`config.mk`:
```
export PLATFORM = sky130hd
export DESIGN_NAME = uart_rx_deserializer
export DESIGN_NICKNAME = d
export VERILOG_FILES = /design/src/rtl/uart_rx_deserializer.sv
export SDC_FILE = /design/constraint.sdc
export NUM_CORES = 1
export LEC_CHECK = 0
export CAP_MARGIN = 10
export CORE_AREA = 10 10 78 80
export DETAILED_ROUTE_END_ITERATION = 8
export DIE_AREA = 0 0 88 90
export PLACE_DENSITY_LB_ADDON = 0.15
export SETUP_SLACK_MARGIN = 0.5
export SLEW_MARGIN = 40
export SYNTH_ARGS = -nofsm -noshare
export SYNTH_HDL_FRONTEND = slang
export SYNTH_SLANG_ARGS = --single-unit
```
`constraint.sdc`:
```
create_clock -name clk -period 2.3 [get_ports clk]
set_input_delay 0.345 -clock clk [delete_from_list [all_inputs] [get_ports clk]]
set_output_delay 0.345 -clock clk [all_outputs]
set_load 0.05 [all_outputs]
```
`src/rtl/uart_rx_deserializer.sv`:
```
// 8N1 UART receiver: synchronises the serial line, validates the start bit,
// samples each bit at mid-period and strobes the framed byte or a framing error.
module uart_rx_deserializer #(
  parameter int unsigned CLKS_PER_BIT = 434
) (
  input  logic       clk,
  input  logic       rst,
  input  logic       serial_dat_in,
  output logic [7:0] rx_data,
  output logic       rx_valid,
  output logic       frame_err,
  output logic       receiving
);

  localparam int unsigned     CNT_W    = $clog2(CLKS_PER_BIT);
  localparam logic [CNT_W-1:0] CNT_LAST = CNT_W'(CLKS_PER_BIT - 1);
  localparam logic [CNT_W-1:0] CNT_HALF = CNT_W'(CLKS_PER_BIT / 2 - 1);

  typedef enum logic [2:0] {
    S_IDLE,
    S_START,
    S_DATA,
    S_STOP,
    S_BREAK
  } state_t;

  state_t           state, state_nxt;
  logic             sync_q, line_s;
  logic [CNT_W-1:0] clk_cnt, cnt_nxt;
  logic [2:0]       bit_idx, idx_nxt;
  logic [7:0]       shift_reg, shift_nxt;
  logic [7:0]       data_nxt;
  logic             valid_nxt, ferr_nxt;

  // Both sync stages reset high so a reset never looks like a start bit.
  always_ff @(posedge clk) begin
    if (rst) begin
      sync_q <= 1'b1;
      line_s <= 1'b1;
    end else begin
      sync_q <= serial_dat_in;
      line_s <= sync_q;
    end
  end

  always_ff @(posedge clk) begin
    if (rst) begin
      state     <= S_IDLE;
      clk_cnt   <= '0;
      bit_idx   <= '0;
      shift_reg <= '0;
      rx_data   <= '0;
      rx_valid  <= 1'b0;
      frame_err <= 1'b0;
    end else begin
      state     <= state_nxt;
      clk_cnt   <= cnt_nxt;
      bit_idx   <= idx_nxt;
      shift_reg <= shift_nxt;
      rx_data   <= data_nxt;
      rx_valid  <= valid_nxt;
      frame_err <= ferr_nxt;
    end
  end

  always_comb begin
    state_nxt = state;
    cnt_nxt   = clk_cnt;
    idx_nxt   = bit_idx;
    shift_nxt = shift_reg;
    data_nxt  = rx_data;
    valid_nxt = 1'b0;
    ferr_nxt  = 1'b0;
    receiving = (state != S_IDLE);

    case (state)
      S_IDLE: begin
        if (!line_s) begin
          state_nxt = S_START;
          cnt_nxt   = '0;
        end
      end
      S_START: begin
        if (clk_cnt == CNT_HALF) begin
          cnt_nxt = '0;
          idx_nxt = '0;
          state_nxt = line_s ? S_IDLE : S_DATA;
        end else begin
          cnt_nxt = clk_cnt + 1'b1;
        end
      end
      S_DATA: begin
        if (clk_cnt == CNT_LAST) begin
          shift_nxt[bit_idx] = line_s;
          cnt_nxt = '0;
          if (bit_idx == 3'd7) state_nxt = S_STOP;
          else                 idx_nxt   = bit_idx + 1'b1;
        end else begin
          cnt_nxt = clk_cnt + 1'b1;
        end
      end
      S_STOP: begin
        if (clk_cnt == CNT_LAST) begin
          cnt_nxt = '0;
          if (line_s) begin
            data_nxt  = shift_reg;
            valid_nxt = 1'b1;
            state_nxt = S_IDLE;
          end else begin
            ferr_nxt  = 1'b1;
            state_nxt = S_BREAK;
          end
        end else begin
          cnt_nxt = clk_cnt + 1'b1;
        end
      end
      // A held-low line after a bad stop bit must not be mistaken for a new start.
      S_BREAK: begin
        if (line_s) state_nxt = S_IDLE;
      end
      default: state_nxt = S_IDLE;
    endcase
  end

endmodule
```
==> flow_metrics.py, run 1 <==
metrics = {
    "sta": {
        "setup_tns_ps": 0,
        "worst_slack_ps": 483.1,
        "worst_slew_pin_slew_ps": 514.3,
        "drv_slew": 0,
        "post-route-min-period_ps": 1817,
        "post-route-period-util": 0.7900,
        "skew_ps": 1.650,
        "slew_headroom": 0.6566,
        "max_freq_ghz": 0.5504,
        "timing_hold_violations_final": 0,
        "setup_violations": 0,
        "rsz0062_at_grt": "true",
    },
    "clock_network": {
        "insertion_delay_ps": 290,
        "htree_levels": 2,
        "clk_pin_slew_ps": 70,
        "clkSinkCount": 35,
        "root_buffer": "clkbuf_8",
        "ctsHoldBuffers": 0,
        "cts_tree": "yes",
        "clk_path_buf_depth": 2,
        "numCtsBuffers": 5,
    },
    "layout": {
        "antenna_cells": 0,
        "fin_area_um2": 2122,
        "final_core_util": 0.4615,
        "layout.nets": 221,
        "syn_to_final_growth_pct": 18.44,
        "largest_reg_flops": 9,
        "drive_above_1_share": 0.1682,
        "fillers": 439,
    },
    "routing": {
        "drtIter0Drc": 71,
        "drc": 0,
        "post_drt_wl_per_cell_um": 14.54,
        "wl_met2_mm": 1.897,
        "drtAntennaViolNets": 0,
        "routed_wl_mm": 3.897,
        "wl_met3_um": 234,
        "m1WireLength_mm": 1.741,
        "vias_per_cell": 5.504,
        "drtPass1Iterations": 4,
        "top_layer": "met4",
        "vias": 1475,
    },
    "global_route": {
        "grt_pass1_vias": 1418,
        "antenna_found_initial": 0,
        "grt_usage": 0.1025,
        "overflow": 0,
        "grt_first_pass_wirelength_mm": 6.603,
        "grt_max_degree": 24,
    },
    "worst_setup_path": {
        "rr_endpoint": "shift_reg[5]",
        "ff2ff_setup_slack_ps": 480,
        "endpoint_kind": "register",
        "cp-start-kind": "register",
        "cp_data_arrival_time_ps": 1980,
        "required_ps": 2460,
        "crit_fanout": 9,
        "crit_type": "register to register",
        "crit_path_end": "shift_reg[5]",
        "reg2regPathDepth": 4,
        "startpoint": "state[1]",
        "rr_startpoint": "state[1]",
    },
    "run_status": {
        "status": "completed",
    },
    "yosys": {
        "ys_ff_latch": 35,
        "synth_top_area_cell": "dfxtp_1",
        "syn_avg_cell_area_um2": 8.959,
        "synth_top_area_share": 0.3911,
        "yosys-top-cells-area": "dfxtp_1, mux2i_1, nand2b_1",
        "syn-cell-area_um2": 1792,
        "synth.distinct_cells": 42,
        "synth_edf_count": 0,
        "yosys-top-cells-count": "dfxtp_1, mux2i_1, nand2_1, nor2_1, a21oi_1",
        "yosys.cell_count.top_type": "dfxtp_1",
        "async_flop_share": 0,
        "synth_nets": 208,
        "yosys_warnings": 0,
        "synth_top_flop_cell": "dfxtp_1",
        "syn_inst": 200,
        "ys_seq_area_frac": 0.3911,
    },
    "min_path": {
        "min_path_type": "register to register",
    },
    "floorplan": {
        "die_h_um": 90,
        "io_pins": 14,
        "initial_utilization": 0.3897,
        "rows": 25,
        "die_x_um": 88,
        "die_area_um2": 7920,
        "core_area_um2": 4598,
    },
    "power_and_ir_drop": {
        "p_leak_nw": 0.9525,
        "ir_drop_v": 0.0002330,
        "p_per_area_nw_per_um2": 513.7,
    },
    "place": {
        "dpl_worst_slack_ps": 322.5,
        "dpl.hpwl_mm": 2.649,
        "dpl_cell_area_um2": 1964,
        "gp_congestion": 0.7754,
        "portBuffers": 13,
    },
    "run": {
        "drv_cap": 0,
    },
}
metrics by stage:
step           power (mW)  instances  hold slack (ps)
2_1_floorplan      0.6539        200            389.5
3_5_place_dp       0.6672        258            395.4
4_1_cts             1.101        266            417.9
6_report            1.090        268            409.8
3_3_place_gp       0.6663        258            392.6
5_1_grt             1.135        268            440.5
logic make-up (layout without fill, tap and decap cells):
kind of cell	Yosys count	in the layout	synth area share
multiplexers	19	19	0.1068
buffers and inverters	18	32	0.04329
AND/OR/NAND/NOR	94	94	0.3261
flip-flops	35	35	0.3911
adder cells (fa/ha/maj)	5	5	0.03492
AO/OA/AOI/OAI	29	29	0.09777
per-layer routing:
layer	GRT usage	vias up
met5	0	-
li1	-	732
met2	0.1523	29
met1	0.1270	712
met3	0.04332	2
met4	0.03856	0
worst max-delay path, stage by stage, from the launching register on:
cell	delay [ps]
dfxtp_1	470
or3b_4	460
nor4_2	460
nand3b_1	160
mux2i_1	140
cell usage in the layout, fill, tap and decap left out, types with 6 or more instances in the layout:
cell type and instances:
a21oi_1 11, nor2_1 17, dfxtp_1 29, nand2b_1 11
nand2_1 17, nor3_1 6, mux2i_1 18, o22ai_1 7
buf_4 7
how the worst min path moves through the flow:
stage	start	end	slack, ps	cells past startpoint
after global placement	sync_q	line_s	390	1
after CTS	sync_q	line_s	420	1
after floorplan	sync_q	line_s	390	1
after detailed placement	sync_q	line_s	400	1
after global routing	sync_q	line_s	440	1
final	sync_q	line_s	410	1
power breakdown:
| group | switching, mW | internal, mW | leakage [nW] | total [mW] |
|---|---|---|---|---|
| combinational | 0.0237 | 0.0177 | 0.626 | 0.0414 |
| sequential | 0.00455 | 0.608 | 0.286 | 0.612 |
| clock | 0.225 | 0.211 | 0.0412 | 0.436 |
| total | 0.253 | 0.837 | 0.952 | 1.09 |
area by class of cell:
type	instances	area [um2]	share of cell area
Sequential cell	35	710.7	0.3349
Multi-Input combinational cell	147	1060	0.4994
Timing Repair Buffer	20	183.9	0.08667
Clock inverter	2	12.51	0.005896
Inverter	4	15.01	0.007075
Clock buffer	6	72.57	0.03420
Tap cell	54	67.56	0.03184
what timing repair did:
action	CTS	global route
gates resized for setup	8	19
pin swaps	0	2
buffers inserted	0	2
setup endpoints to repair	22	28
(Power assumes the default switching activity.)
==> run 2, diff against run 1 <==
- clock period: 2.3 -> 1.6 ns (I/O delays scaled with it)
==> run 2 against run 1 <==
  * The run now ends with setup timing left
  * Sequential cell count unchanged
  * Worst hold slack better by 3.9 ps
  * Maximum frequency grew 13%
  * Non-clock buffer count is 29 higher
  * Clock-buffer cell count did not move
  * Final cell count grew 11%
  * Setup slack worse by 490 ps
  * Critical endpoint is now rx_data[1]
  * Largest cell class unchanged
==> flow_metrics.py, run 2 (synthesis gave the netlist of run 1 again) <==
metrics = {
    "run_status": {
        "status": "finished with violations",
        "violations": "setup timing",
    },
    "worst_setup_path": {
        "required_ps": 1780,
        "critical-path-top-delay-family": "simple AND/OR/NAND/NOR gates",
        "max_stage_delay_ps": 500,
        "crit_type": "register to register",
        "slowest_stage": "or4_4",
        "crit_fanout": 8,
        "endpoint_kind": "register",
        "rr_endpoint": "rx_data[1]",
        "cp_data_arrival_time_ps": 1790,
        "crit_path_end": "rx_data[1]",
        "worst-path-buf-inv": 2,
        "rr_startpoint": "clk_cnt[1]",
        "cp_cell_sequence": "inv_2 > ha_4 > nand4b_4 > or4_4 > buf_8 > mux2i_1 > nor2_1",
        "startpoint": "clk_cnt[1]",
        "ff2ff_setup_slack_ps": -10,
        "crit_cells": 7,
        "reg2regPathDepth": 7,
        "cp-start-kind": "register",
    },
    "layout": {
        "drive_above_1_share": 0.4280,
        "layout.nets": 250,
        "largest_reg_flops": 9,
        "final_core_util": 0.5507,
        "final_cell_mix": "buf_4, dfxtp_1, mux2i_1",
        "syn_to_final_growth_pct": 41.34,
        "final_common_cell": "buf_4",
        "antenna_cells": 0,
    },
    "routing": {
        "vias_per_cell": 5.374,
        "post_drt_wl_per_cell_um": 15.19,
        "drtIter0Drc": 30,
        "routed_wl_mm": 4.511,
        "drtPass1Iterations": 4,
        "vias": 1596,
        "drtAntennaViolNets": 0,
        "drc": 0,
    },
    "global_route": {
        "overflow": 0,
        "antenna_found_initial": 0,
        "grt_usage": 0.1161,
        "grt_pass1_vias": 1576,
        "grt_max_degree": 21,
        "grt_first_pass_wirelength_mm": 7.521,
    },
    "clock_network": {
        "root_buffer": "clkbuf_8",
        "insertion_delay_ps": 290,
        "cts_tree": "yes",
        "htree_levels": 2,
        "clk_pin_slew_ps": 70,
        "clkSinkCount": 35,
        "clk_path_buf_depth": 2,
        "numCtsBuffers": 5,
    },
    "power_and_ir_drop": {
        "ir_drop_v": 0.0003989,
        "p_per_area_nw_per_um2": 627.9,
        "p_leak_nw": 1.178,
    },
    "min_path": {
        "min_path_type": "register to register",
    },
    "sta": {
        "slew_headroom": 0.7429,
        "worst_slack_ps": -11.65,
        "post-route-min-period_ps": 1612,
        "max_freq_ghz": 0.6205,
        "skew_ps": 3.590,
        "worst_slew_pin_slew_ps": 385.6,
        "drv_slew": 0,
        "rsz0062_at_grt": "true",
        "post-route-period-util": 1.007,
        "timing_hold_violations_final": 0,
        "setup_violations": 5,
    },
    "place": {
        "portBuffers": 13,
        "dpl.hpwl_mm": 2.995,
        "dpl_worst_slack_ps": -129.8,
        "gp_congestion": 0.8518,
    },
    "floorplan": {
        "die_area_um2": 7920,
        "initial_utilization": 0.3897,
        "die_h_um": 90,
        "die_x_um": 88,
        "core_area_um2": 4598,
        "rows": 25,
        "io_pins": 14,
    },
    "run": {
        "drv_cap": 0,
    },
}
## run 2: repair_timing
action / CTS / global route
resized for setup: 38 / 21
pin swaps: 11 / 11
buffers inserted: 4 / 2
hold buffers: 0 / 0
endpoints found under the setup margin: 34 / 40
## run 2: metal layers
metal	GRT usage	wire (um)
met5	0	0
met4	0.05585	114
met2	0.1820	2161
met1	0.1399	2041
met3	0.03339	193
## run 2: stage by stage
stage	cells	TNS [ps]	instance area, um2	total power [mW]	hold WS, ps
after floorplan	200	-478.1	1826	0.9408	343.8
after global placement	283	-1489	2153	0.9670	394.0
after detailed placement	283	-2019	2153	0.9688	402.0
after CTS	295	-31.98	2430	1.600	418.3
after global routing	297	-911.3	2532	1.642	431.0
final	297	-26.32	2532	1.590	413.8
## run 2: worst register-to-register path, delay by kind of cell (launching register included)
kind,cells,cell delay (ps)
flip-flops,1,320
adder cells (fa/ha/maj),1,140
multiplexers,1,140
AND/OR/NAND/NOR,3,660
buffers and inverters,2,230
## run 2: cell type report
| cell class | count | area [um2] |
|---|---|---|
| multi-input cells | 147 | 1227 |
| fillers | 401 | 2066 |
| flip-flops and latches | 35 | 715.7 |
| clock buffers | 6 | 72.57 |
| repair buffers | 49 | 421.7 |
| inverters | 4 | 15.01 |
| clock inverters | 2 | 12.51 |
| well taps | 54 | 67.56 |
## run 2: where the power goes
group / internal, mW / total (mW) / switching, mW
Sequential: 0.872 / 0.876 / 0.00377
Clock: 0.304 / 0.628 / 0.324
Combinational: 0.0390 / 0.0861 / 0.0472
Total: 1.22 / 1.59 / 0.375
## run 2: how the worst min path moves through the flow
| stage | from | end | slack (ps) | cells after the start |
|---|---|---|---|---|
| floorplan | serial_dat_in | sync_q | 340 | 1 |
| global placement | sync_q | line_s | 390 | 1 |
| detailed placement | sync_q | line_s | 400 | 1 |
| CTS | sync_q | line_s | 420 | 1 |
| global route | sync_q | line_s | 430 | 1 |
| finish | sync_q | line_s | 410 | 1 |
